<file path="config.mk">
export PLATFORM = sky130hd
export DESIGN_NAME = unidade_mult_div
export DESIGN_NICKNAME = d
export VERILOG_FILES = /design/src/rtl/unidade_mult_div.sv
export SDC_FILE = /design/constraint.sdc
export NUM_CORES = 1
export LEC_CHECK = 0
export CORE_MARGIN = 4
export CORE_UTILIZATION = 62
export CTS_CLUSTER_SIZE = 24
export DETAILED_ROUTE_END_ITERATION = 16
export MAX_ROUTING_LAYER = met4
export PLACE_DENSITY_LB_ADDON = 0.2
export SETUP_SLACK_MARGIN = 0.1
export SYNTH_ARGS = -nofsm -noshare
export SYNTH_HDL_FRONTEND = slang
export SYNTH_SLANG_ARGS = --single-unit
</file>
<file path="constraint.sdc">
create_clock -name clock -period 6.63 [get_ports clock]
set_clock_uncertainty 0.1 [all_clocks]
set_input_delay 1.326 -clock clock [delete_from_list [all_inputs] [get_ports clock]]
set_output_delay 1.326 -clock clock [all_outputs]
set_load 0.02 [all_outputs]
</file>
<file path="src/rtl/unidade_mult_div.sv">
// Iterative multiply/divide unit with HI/LO registers.
// One shift/add or restoring shift/subtract step per cycle.
module unidade_mult_div #(
    parameter int LARGURA = 32
) (
    input  logic               clock,
    input  logic               reset_n,
    input  logic               inicio,
    input  logic [2:0]         operacao,
    input  logic [LARGURA-1:0] operando_a,
    input  logic [LARGURA-1:0] operando_b,
    output logic               ocupado,
    output logic               pronto,
    output logic               div_por_zero,
    output logic [LARGURA-1:0] hi,
    output logic [LARGURA-1:0] lo
);

    localparam int CW = $clog2(LARGURA);
    localparam int L  = LARGURA;

    typedef enum logic [1:0] {OCIOSO, CALCULA, AJUSTA} estado_t;

    estado_t        estado_q, estado_d;
    logic [CW-1:0]  cont_q, cont_d;
    logic [L-1:0]   acc_q, acc_d;
    logic [L-1:0]   q_q, q_d;
    logic [L-1:0]   m_q, m_d;
    logic [L-1:0]   a_q, a_d;
    logic           sa_q, sa_d;
    logic           sb_q, sb_d;
    logic [1:0]     op_q, op_d;
    logic [L-1:0]   hi_q, hi_d;
    logic [L-1:0]   lo_q, lo_d;
    logic           ocup_q, ocup_d;
    logic           pronto_q, pronto_d;
    logic           dz_q, dz_d;

    logic           aceita, ini_md, ini_mt, ultimo;
    logic           neg_a, neg_b;
    logic [L-1:0]   abs_a, abs_b;
    logic [L:0]     soma;
    logic [L:0]     desl;
    logic [L+1:0]   dif;
    logic [2*L-1:0] prod, prod_c;
    logic [L-1:0]   quo_c, rem_c;

    assign aceita = inicio && (estado_q == OCIOSO);
    assign ini_md = aceita && !operacao[2];
    assign ini_mt = aceita && operacao[2] && !operacao[1];
    assign ultimo = (cont_q == CW'(L - 1));

    assign neg_a = operacao[0] && operando_a[L-1];
    assign neg_b = operacao[0] && operando_b[L-1];
    assign abs_a = neg_a ? -operando_a : operando_a;
    assign abs_b = neg_b ? -operando_b : operando_b;

    assign soma = {1'b0, acc_q} + {1'b0, (q_q[0] ? m_q : '0)};
    assign desl = {acc_q, q_q[L-1]};
    assign dif  = {1'b0, desl} - {2'b00, m_q};

    // Signed results: product/quotient follow sign xor, remainder the dividend.
    assign prod   = {acc_q, q_q};
    assign prod_c = (op_q[0] && (sa_q ^ sb_q)) ? -prod : prod;
    assign quo_c  = (op_q[0] && (sa_q ^ sb_q)) ? -q_q : q_q;
    assign rem_c  = (op_q[0] && sa_q) ? -acc_q : acc_q;

    always_ff @(posedge clock or negedge reset_n) begin
        if (!reset_n) begin
            estado_q <= OCIOSO;
        end else begin
            estado_q <= estado_d;
        end
    end

    always_comb begin
        estado_d = estado_q;
        unique case (estado_q)
            OCIOSO:  if (ini_md) estado_d = CALCULA;
            CALCULA: if (ultimo) estado_d = AJUSTA;
            AJUSTA:  estado_d = OCIOSO;
            default: estado_d = OCIOSO;
        endcase
    end

    always_comb begin
        ocup_d   = (estado_d != OCIOSO);
        pronto_d = (estado_q == AJUSTA) || ini_mt;
    end

    always_comb begin
        cont_d = cont_q;
        acc_d  = acc_q;
        q_d    = q_q;
        m_d    = m_q;
        a_d    = a_q;
        sa_d   = sa_q;
        sb_d   = sb_q;
        op_d   = op_q;
        hi_d   = hi_q;
        lo_d   = lo_q;
        dz_d   = dz_q;
        unique case (estado_q)
            OCIOSO: begin
                if (ini_md) begin
                    op_d   = operacao[1:0];
                    sa_d   = neg_a;
                    sb_d   = neg_b;
                    a_d    = operando_a;
                    cont_d = '0;
                    acc_d  = '0;
                    dz_d   = 1'b0;
                    q_d    = operacao[1] ? abs_a : abs_b;
                    m_d    = operacao[1] ? abs_b : abs_a;
                end else if (ini_mt) begin
                    if (operacao[0]) lo_d = operando_a;
                    else             hi_d = operando_a;
                end
            end
            CALCULA: begin
                cont_d = cont_q + CW'(1);
                if (op_q[1]) begin
                    acc_d = dif[L+1] ? desl[L-1:0] : dif[L-1:0];
                    q_d   = {q_q[L-2:0], ~dif[L+1]};
                end else begin
                    acc_d = soma[L:1];
                    q_d   = {soma[0], q_q[L-1:1]};
                end
            end
            AJUSTA: begin
                cont_d = '0;
                if (!op_q[1]) begin
                    hi_d = prod_c[2*L-1:L];
                    lo_d = prod_c[L-1:0];
                end else if (m_q == '0) begin
                    hi_d = a_q;
                    lo_d = '1;
                    dz_d = 1'b1;
                end else begin
                    hi_d = rem_c;
                    lo_d = quo_c;
                end
            end
            default: cont_d = '0;
        endcase
    end

    always_ff @(posedge clock or negedge reset_n) begin
        if (!reset_n) begin
            cont_q   <= '0;
            acc_q    <= '0;
            q_q      <= '0;
            m_q      <= '0;
            a_q      <= '0;
            sa_q     <= 1'b0;
            sb_q     <= 1'b0;
            op_q     <= 2'b00;
            hi_q     <= '0;
            lo_q     <= '0;
            ocup_q   <= 1'b0;
            pronto_q <= 1'b0;
            dz_q     <= 1'b0;
        end else begin
            cont_q   <= cont_d;
            acc_q    <= acc_d;
            q_q      <= q_d;
            m_q      <= m_d;
            a_q      <= a_d;
            sa_q     <= sa_d;
            sb_q     <= sb_d;
            op_q     <= op_d;
            hi_q     <= hi_d;
            lo_q     <= lo_d;
            ocup_q   <= ocup_d;
            pronto_q <= pronto_d;
            dz_q     <= dz_d;
        end
    end

    assign ocupado      = ocup_q;
    assign pronto       = pronto_q;
    assign div_por_zero = dz_q;
    assign hi           = hi_q;
    assign lo           = lo_q;

endmodule

</file>
======== Word-level counts from Yosys, hierarchy flattened ========
Index checks and enable logic that the tools add are counted.
word-level totals
  register bits after elaboration ......... 206
  input port bits ......................... 70
  output and inout bits ................... 67
  word-level logic and storage cells ...... 91
cells by class
  add/subtract/negate cells ............... 8
  equal/unequal tests ..................... 10
  muxes and demuxes ....................... 36
  bitwise operators ....................... 2
  reduce and logical (&&, ||, !) cells .... 21
operator list
  cell                                           count
  2-to-1 mux 32 bit                              22
  one-hot mux 32 bit (2 select lines)            4
  negator 32 bit                                 4
  2-to-1 mux 64 bit                              1
  negator 64 bit                                 1
  subtractor 33 x 32 -> 34 bit                   1
  adder 32 x 32 -> 33 bit                        1
  zero test 32 bit                               1
  != test 2 bit, second input constant           6
  AND reduction 4 bit                            3
  one-hot mux 5 bit (2 select lines)             1
  logical AND 1 bit                              8
  nonzero test 2 bit                             3
  adder 5 x 1 -> 5 bit, second input constant    1
  == test 5 bit, second input constant           1
  2-to-1 mux 5 bit                               1
  2-to-1 mux 2 bit                               2
  one-hot mux 2 bit (2 select lines)             1
  AND reduction 2 bit                            2
  2-to-1 mux 1 bit                               3
  == test 2 x 1 -> 1 bit, second input constant  1
  == test 2 bit, second input constant           1
  zero test 1 bit                                2
  zero test 2 bit                                1
  5 further kinds                                5

======== Longest topological paths before layout ========
Gate-level depths: netlist of the first run.
  depth after elaboration ................. 7
  gate-level depth with buffers ........... 14
  gate-level depth less buffers ........... 13

======== Worst setup path before layout of the first run ========
No wires, ideal clock.
  path kind ............................... in2reg
  start ................................... input port operando_a[6]
  end ..................................... register q_q[29]
  library setup time ...................... 126 ps
  arrival time ............................ 3556 ps
  data required time ...................... 6404 ps
  path slack .............................. 2847 ps
  stages .................................. 10
  path buffers ............................ 2
  cells stage by stage .................... clkbuf_1 > or4_1 > buf_2 > or4b_4 > nor3_4 > nand2_2 > o31ai_4 > xor2_1 > a211oi_1 > a311o_1
between the ends
  longest elaborated chain between the ends .. 5
ends and longest elaborated chain
  what                                 RTL line  text
  start, declared                      10        input logic [LARGURA-1:0] operando_a,
  negator 32 bit                       55        assign abs_a = neg_a ? -operando_a : operando_a;
  2-to-1 mux 32 bit                    55
  2-to-1 mux 32 bit                    113       q_d = operacao[1] ? abs_a : abs_b;
  2-to-1 mux 32 bit                    105       if (ini_md) begin
  one-hot mux 32 bit (2 select lines)  103       unique case (estado_q)
  end signal, assigned                 166       q_q <= q_d;
  end, declared                        27        logic [L-1:0] q_q, q_d;
Every way passes these cells. The select of a mux whose other input is x is not followed.
A chain may end at the register's enable or synchronous reset.

======== Worst setup path after layout of the first run ========
  start ................................... input port operando_a[7]
  end ..................................... register q_q[24]
Same word-level chain as after synthesis.

==> run summary, run 1 <==
Synth unique cells -> 86
Die area -> 0.03064 sq mm
Final worst slack -> 2180 ps
Power Total -> 9.837 mW
Gr ovfl total -> 0
CTS Sinks -> 206
Status -> complete, no violations
Layout Cells excl Fill -> 2698
Post-layout util -> 71.83%
Largest family of logic cells by synthesized area -> compound AO/OA/AOI/OAI gates
Worst min path class -> reg2reg
Hold Slack -> 384.1 ps
Die W -> 175.0 um
Vias in the first global route -> 17450
Xor/xnor share of the synthesized area -> 8.404%
Per-cell routed wire length -> 24.87 um
Top_reg_cell synth -> dfrtp_1
Path type of the worst setup path -> in2reg
Simple-gate portion of the synthesized area -> 20.96%
Worst-path maximum fanout -> 7
Place WS -> 1755 ps
Post-Place Cells -> 2653
H-tree depth -> 1
Worst slew margin -> 30.19%
Hold Fails Final Rpt -> 0
Placed instance area -> 0.01873 sq mm
Layout area overhead -> 12.85%
Core box area -> 0.02718 sq mm
P per Cell Area -> 503.9 mW/mm^2
Fin area -> 0.01952 sq mm
Ys Warns -> 0
TritonCTS clock tree -> built
Count leader, synth -> nand2_1
Synthesized area per cell -> 7.564 sq um
Crit. End Element -> flip-flop
Min Tclk post-route -> 4450 ps
Worst path required time -> 6910 ps
Final setup vio count -> 0
Post_cts resized -> 0
CP Launch Type -> primary input
Final Cycle Share -> 67.12%
Clock transition at path regs -> 60 ps
Area share of the largest cell type after synthesis -> 29.80%
Peak Freq -> 224.7 MHz
Total GRT Usage -> 43.36%
Leakage -> 8.104 nW
Worst slew pin tran -> 1047 ps
Post-Syn Instances -> 2287
PortBufs -> 136
Post-synthesis sequential area ratio -> 29.80%
Commonest cells in the netlist -> 307 x nand2_1, 239 x nor2_1, 231 x a21oi_1
Layout cell share with drive strength beyond 1 -> 4.903%
NumNets Final -> 2449
Number of iterations in the first detailed-routing pass -> 7
Later-pin clock latency in the skew report -> 540 ps
Drt total wl -> 67100 um
Largest net degree at the start of global routing -> 138
Die H -> 175.0 um
First-pass GRT wire length -> 101800 um
Cell area after synthesis -> 0.01730 sq mm
Peak VDD IR -> 436.4 uV
Longest Clk Path Bufs -> 3
Antenna viol nets, final -> 0
DR iter-0 viols -> 2666
DR DRC count -> 0
Vias -> 18830
Post-CTS Setup Bufs -> 0
Yosys top cell by area -> dfrtp_1
Initial antenna violation count -> 2
Row count -> 60
Initial Utilization -> 63.66%
Synth Area in Adders -> 5.294%
Setup TNS -> 0 ps
Post-synth EDFFs -> 0
Post-synthesis compound-gate area fraction -> 27.47%
DP HPWL -> 48810 um
CP arrival -> 4730 ps
Hold buffers post-CTS -> 0
#FFs+latches synth -> 206
CTS root buffer -> clkbuf_16
Dominant cells by area after synthesis -> dfrtp_1 30%, a21oi_1 6.7%, nand2_1 6.7%
Slew Limit Fails -> 0
Synth async-reset ratio -> 100.0%
Post-Syn Nets -> 2429
Gpl congestion -> 1.032
RSZ-0062 raised after global routing -> no
Mux cell area share after synthesis -> 2.835%
Vias/cell -> 6.980
I/O pin total -> 137
CTS Buf Count -> 24
Max Cap Viol -> 0
## critical path: stages
cell,delay (ps)
clkdlybuf4s50_1,620
or4_1,670
nor3_1,390
nor3b_1,810
a21oi_1,210
xnor2_1,250
a211oi_1,120
a211oi_1,260
a21oi_1,70
## final timing paths
path	from	to	slack (ps)	cells after the start
max reg2reg	acc_q[5]	acc_q[25]	2260	11
max in group asynchronous	reset_n	m_q[5]	4380	2
max	operando_a[7]	q_q[24]	2180	9
min	a_q[11]	a_q[11]	380	2
min reg2reg	a_q[11]	a_q[11]	380	2
min in group asynchronous	reset_n	a_q[13]	750	1
## per-layer routing
metal,wire length (um),vias up,GRT usage (%)
li1,-,8274,-
met1,25330,8824,56.36
met2,28320,1446,62.40
met3,9363,289,13.31
met4,4092,0,19.61
met5,0,-,-
## flip-flops by register name, indices dropped and copies added, names as in the netlist
register,flops
acc_q,32
div_por_zero,1
cont_q,5
ocupado,1
lo,32
hi,32
m_q,32
pronto,1
a_q,32
estado_q,2
sb_q,1
q_q,32
op_q,2
sa_q,1
## area by class of cell
| cell class | instances | area (sq um) |
|---|---|---|
| antenna | 1 | 2.502 |
| sequential | 206 | 5159 |
| multi-input combinational | 1843 | 11280 |
| tap | 372 | 465.4 |
| timing repair buffer | 161 | 1560 |
| fill | 2226 | 7655 |
| clock inverter | 11 | 92.59 |
| clock buffer | 33 | 695.7 |
| inverter | 71 | 266.5 |
## where the power goes
part / internal [mW] / switching (mW) / leakage (nW)
clock: 0.774 / 0.585 / 0.388
combinational: 2.38 / 3.41 / 5.24
sequential: 1.76 / 0.921 / 2.48
## logic make-up after synthesis
logic type	after synthesis
XOR/XNOR	166
adder cells (fa/ha/maj)	72
AO/OA/AOI/OAI	769
flip-flops	206
multiplexers	48
AND/OR/NAND/NOR	788
buffers and inverters	238
## placed cells by master, fill, tap and decap left out, types with 26 or more instances in the layout
| master | Yosys | layout |
|---|---|---|
| a211oi_1 | 58 | 58 |
| a21o_1 | 26 | 26 |
| a21oi_1 | 231 | 230 |
| a31oi_1 | 27 | 27 |
| clkdlybuf4s50_1 | 0 | 134 |
| dfrtp_1 | 206 | 205 |
| ha_1 | 70 | 70 |
| inv_1 | 70 | 70 |
| mux2i_1 | 40 | 40 |
| nand2_1 | 307 | 307 |
| nand3_1 | 39 | 39 |
| nor2_1 | 239 | 238 |
| nor3_1 | 49 | 48 |
| o211ai_1 | 27 | 27 |
| o21ai_0 | 207 | 207 |
| o22ai_1 | 39 | 39 |
| xnor2_1 | 96 | 96 |
| xor2_1 | 70 | 70 |
(Power assumes the default switching activity.)
==> run 2: changes to the inputs <==
--- a/config.mk
+++ b/config.mk
@@ -6,7 +6,7 @@
 export NUM_CORES = 1
 export LEC_CHECK = 0
 export CORE_MARGIN = 4
-export CORE_UTILIZATION = 62
+export CORE_UTILIZATION = 60
 export CTS_CLUSTER_SIZE = 24
 export DETAILED_ROUTE_END_ITERATION = 16
 export MAX_ROUTING_LAYER = met4
==> constraint.sdc (replaced) <==
create_clock -name clock -period 4.2 [get_ports clock]
set_clock_uncertainty 0.1 [all_clocks]
set_input_delay 0.84 -clock clock [delete_from_list [all_inputs] [get_ports clock]]
set_output_delay 0.84 -clock clock [all_outputs]
set_load 0.02 [all_outputs]
==> run summary, run 2 (synthesized netlist as in run 1, its figures left out) <==
Worst slew margin -> 18.08% (-12 points)
TritonCTS clock tree -> built
Gpl congestion -> 1.067 (+3.4%)
PortBufs -> 136 (unchanged)
Diode count -> 0 (-1)
Die W -> 177.8 um (+1.6%)
RSZ-0062 raised after global routing -> no
R2R depth -> 13 (+2)
DP HPWL -> 50490 um (+3.4%)
Slew Limit Fails -> 0 (unchanged)
P per Cell Area -> 804.0 mW/mm^2 (+60%)
Later-pin clock latency in the skew report -> 560 ps (+20 ps)
Fin area -> 0.02022 sq mm (+3.6%)
Min Tclk post-route -> 3936 ps
Worst reg-to-reg setup slack -> 260 ps (-2000 ps)
H-tree depth -> 1 (unchanged)
CTS root buffer -> clkbuf_16
Worst-path maximum fanout -> 8 (+1)
Per-cell routed wire length -> 24.31 um (-2.3%)
Die H -> 177.8 um (+1.6%)
Peak VDD IR -> 861.5 uV (+97%)
Worst min path class -> in2async
Longest Clk Path Bufs -> 3 (unchanged)
Hold Fails Final Rpt -> 0 (unchanged)
R2r startpoint -> q_q[0]
Initial Utilization -> 61.59% (-2.1 points)
Layout cell share with drive strength beyond 1 -> 7.846% (+2.9 points)
Largest net degree at the start of global routing -> 107 (-22%)
Path type of the worst setup path -> reg2reg
Peak Freq -> 254.1 MHz
Post-layout util -> 71.98% (+0.15 points)
Post_cts resized -> 0 (unchanged)
Layout area overhead -> 16.87%
Gr ovfl total -> 0 (unchanged)
Final setup vio count -> 0 (unchanged)
Die area -> 0.03161 sq mm (+3.2%)
Clock transition at path regs -> 70 ps (about the same)
Drt total wl -> 67440 um (+0.49%)
Hold buffers post-CTS -> 0 (unchanged)
Number of iterations in the first detailed-routing pass -> 7 (unchanged)
DR DRC count -> 0 (unchanged)
R2r endpoint -> acc_q[29]
Vias -> 18980 (+0.78%)
Status -> complete, no violations
Commonest non-fill, non-tap cells in the layout -> 307 x nand2_1, 238 x nor2_1, 230 x a21oi_1
CP Launch Type -> flip-flop
Worst path required time -> 4510 ps (-2400 ps)
Row count -> 61 (+1.7%)
DR iter-0 viols -> 2646 (-0.75%)
I/O pin total -> 137 (unchanged)
Final Cycle Share -> 93.71%
CTS Sinks -> 206 (unchanged)
Total GRT Usage -> 42.74% (-0.62 points)
Antenna viol nets, final -> 0 (unchanged)
Vias/cell -> 6.842 (-2.0%)
Core box area -> 0.02809 sq mm (+3.4%)
Vias in the first global route -> 17580 (+0.73%)
Commonest non-fill, non-tap cell in the layout -> nand2_1
CP arrival -> 4240 ps (-490 ps)
Leakage -> 8.507 nW (+5.0%)
Worst slew pin tran -> 1224 ps (+177.2 ps)
Initial antenna violation count -> 0 (-2)
CTS Buf Count -> 25 (+4.2%)
Max Cap Viol -> 0 (unchanged)
NumNets Final -> 2520 (+2.9%)
First-pass GRT wire length -> 102300 um (+0.41%)
Setup TNS -> 0 ps (unchanged)
Layout Cells excl Fill -> 2774 (+2.8%)
Placed instance area -> 0.01931 sq mm (+3.1%)
Post-CTS Setup Bufs -> 0 (unchanged)
Crit. End Element -> flip-flop
Post-Place Cells -> 2729 (+2.9%)
==> run 2: changes by cell type in the layout (fill, tap and decap cells not counted), moves of 3 or more <==
cell	previous run	this run
buf_12	1	5
buf_4	24	90
bufinv_16	1	5
clkbuf_1	4	1
clkinv_2	6	3
inv_6	0	3
==> run 2: worst max-delay path, cell delays in order (launching register included) <==
cell and delay, ps:
dfrtp_1 540, and2_1 190, ha_1 190, inv_1 70, fa_1 390, nand2b_1 200
a21oi_1 320, o221ai_1 220, a211oi_2 340, a21boi_0 260, o41a_1 520, o21ai_1 190
xnor2_1 140, o221ai_1 140
==> run 2: through the flow <==
stage	power [mW]	hold WS, ps	setup WS [ps]
after CTS	15.90	295.6	368.3
after floorplan	10.14	340.4	884.2
after global placement	13.16	355.9	252.6
final	16.25	271.2	264.3
after global routing	17.18	340.4	119.2
after detailed placement	13.44	357.8	209.1
==> run 2: worst max-delay path by stage <==
stage,to,startpoint,slack (ps)
global placement,q_q[29],operando_a[9],250
floorplan,acc_q[27],q_q[0],880
CTS,acc_q[29],q_q[0],370
global route,acc_q[26],q_q[31],120
finish,acc_q[29],q_q[0],260
detailed placement,q_q[29],operando_b[10],210
==> run 2: layer usage <==
layer / global-route usage (%) / vias up / wire [um]
li1: - / 8399 / -
met1: 55.79 / 8901 / 25460
met2: 61.09 / 1423 / 28420
met3: 12.44 / 256 / 9628
met4: 20.43 / 0 / 3928
met5: - / - / 0
==> run 2: where the power goes <==
group | switching, mW | internal (mW) | leakage [nW]
Sequential | 1.03 | 2.79 | 2.48
Combinational | 5.93 | 4.08 | 5.60
Clock | 0.968 | 1.46 | 0.433
Total | 7.92 | 8.33 | 8.51
==> run 2: layout make-up <==
type	count	area [sq um]
multi-input combinational	1843	11280
fill	2276	7870
sequential	206	5159
timing repair buffer	231	2136
clock buffer	29	670.6
tap	378	473.0
inverter	71	266.5
clock inverter	16	232.7
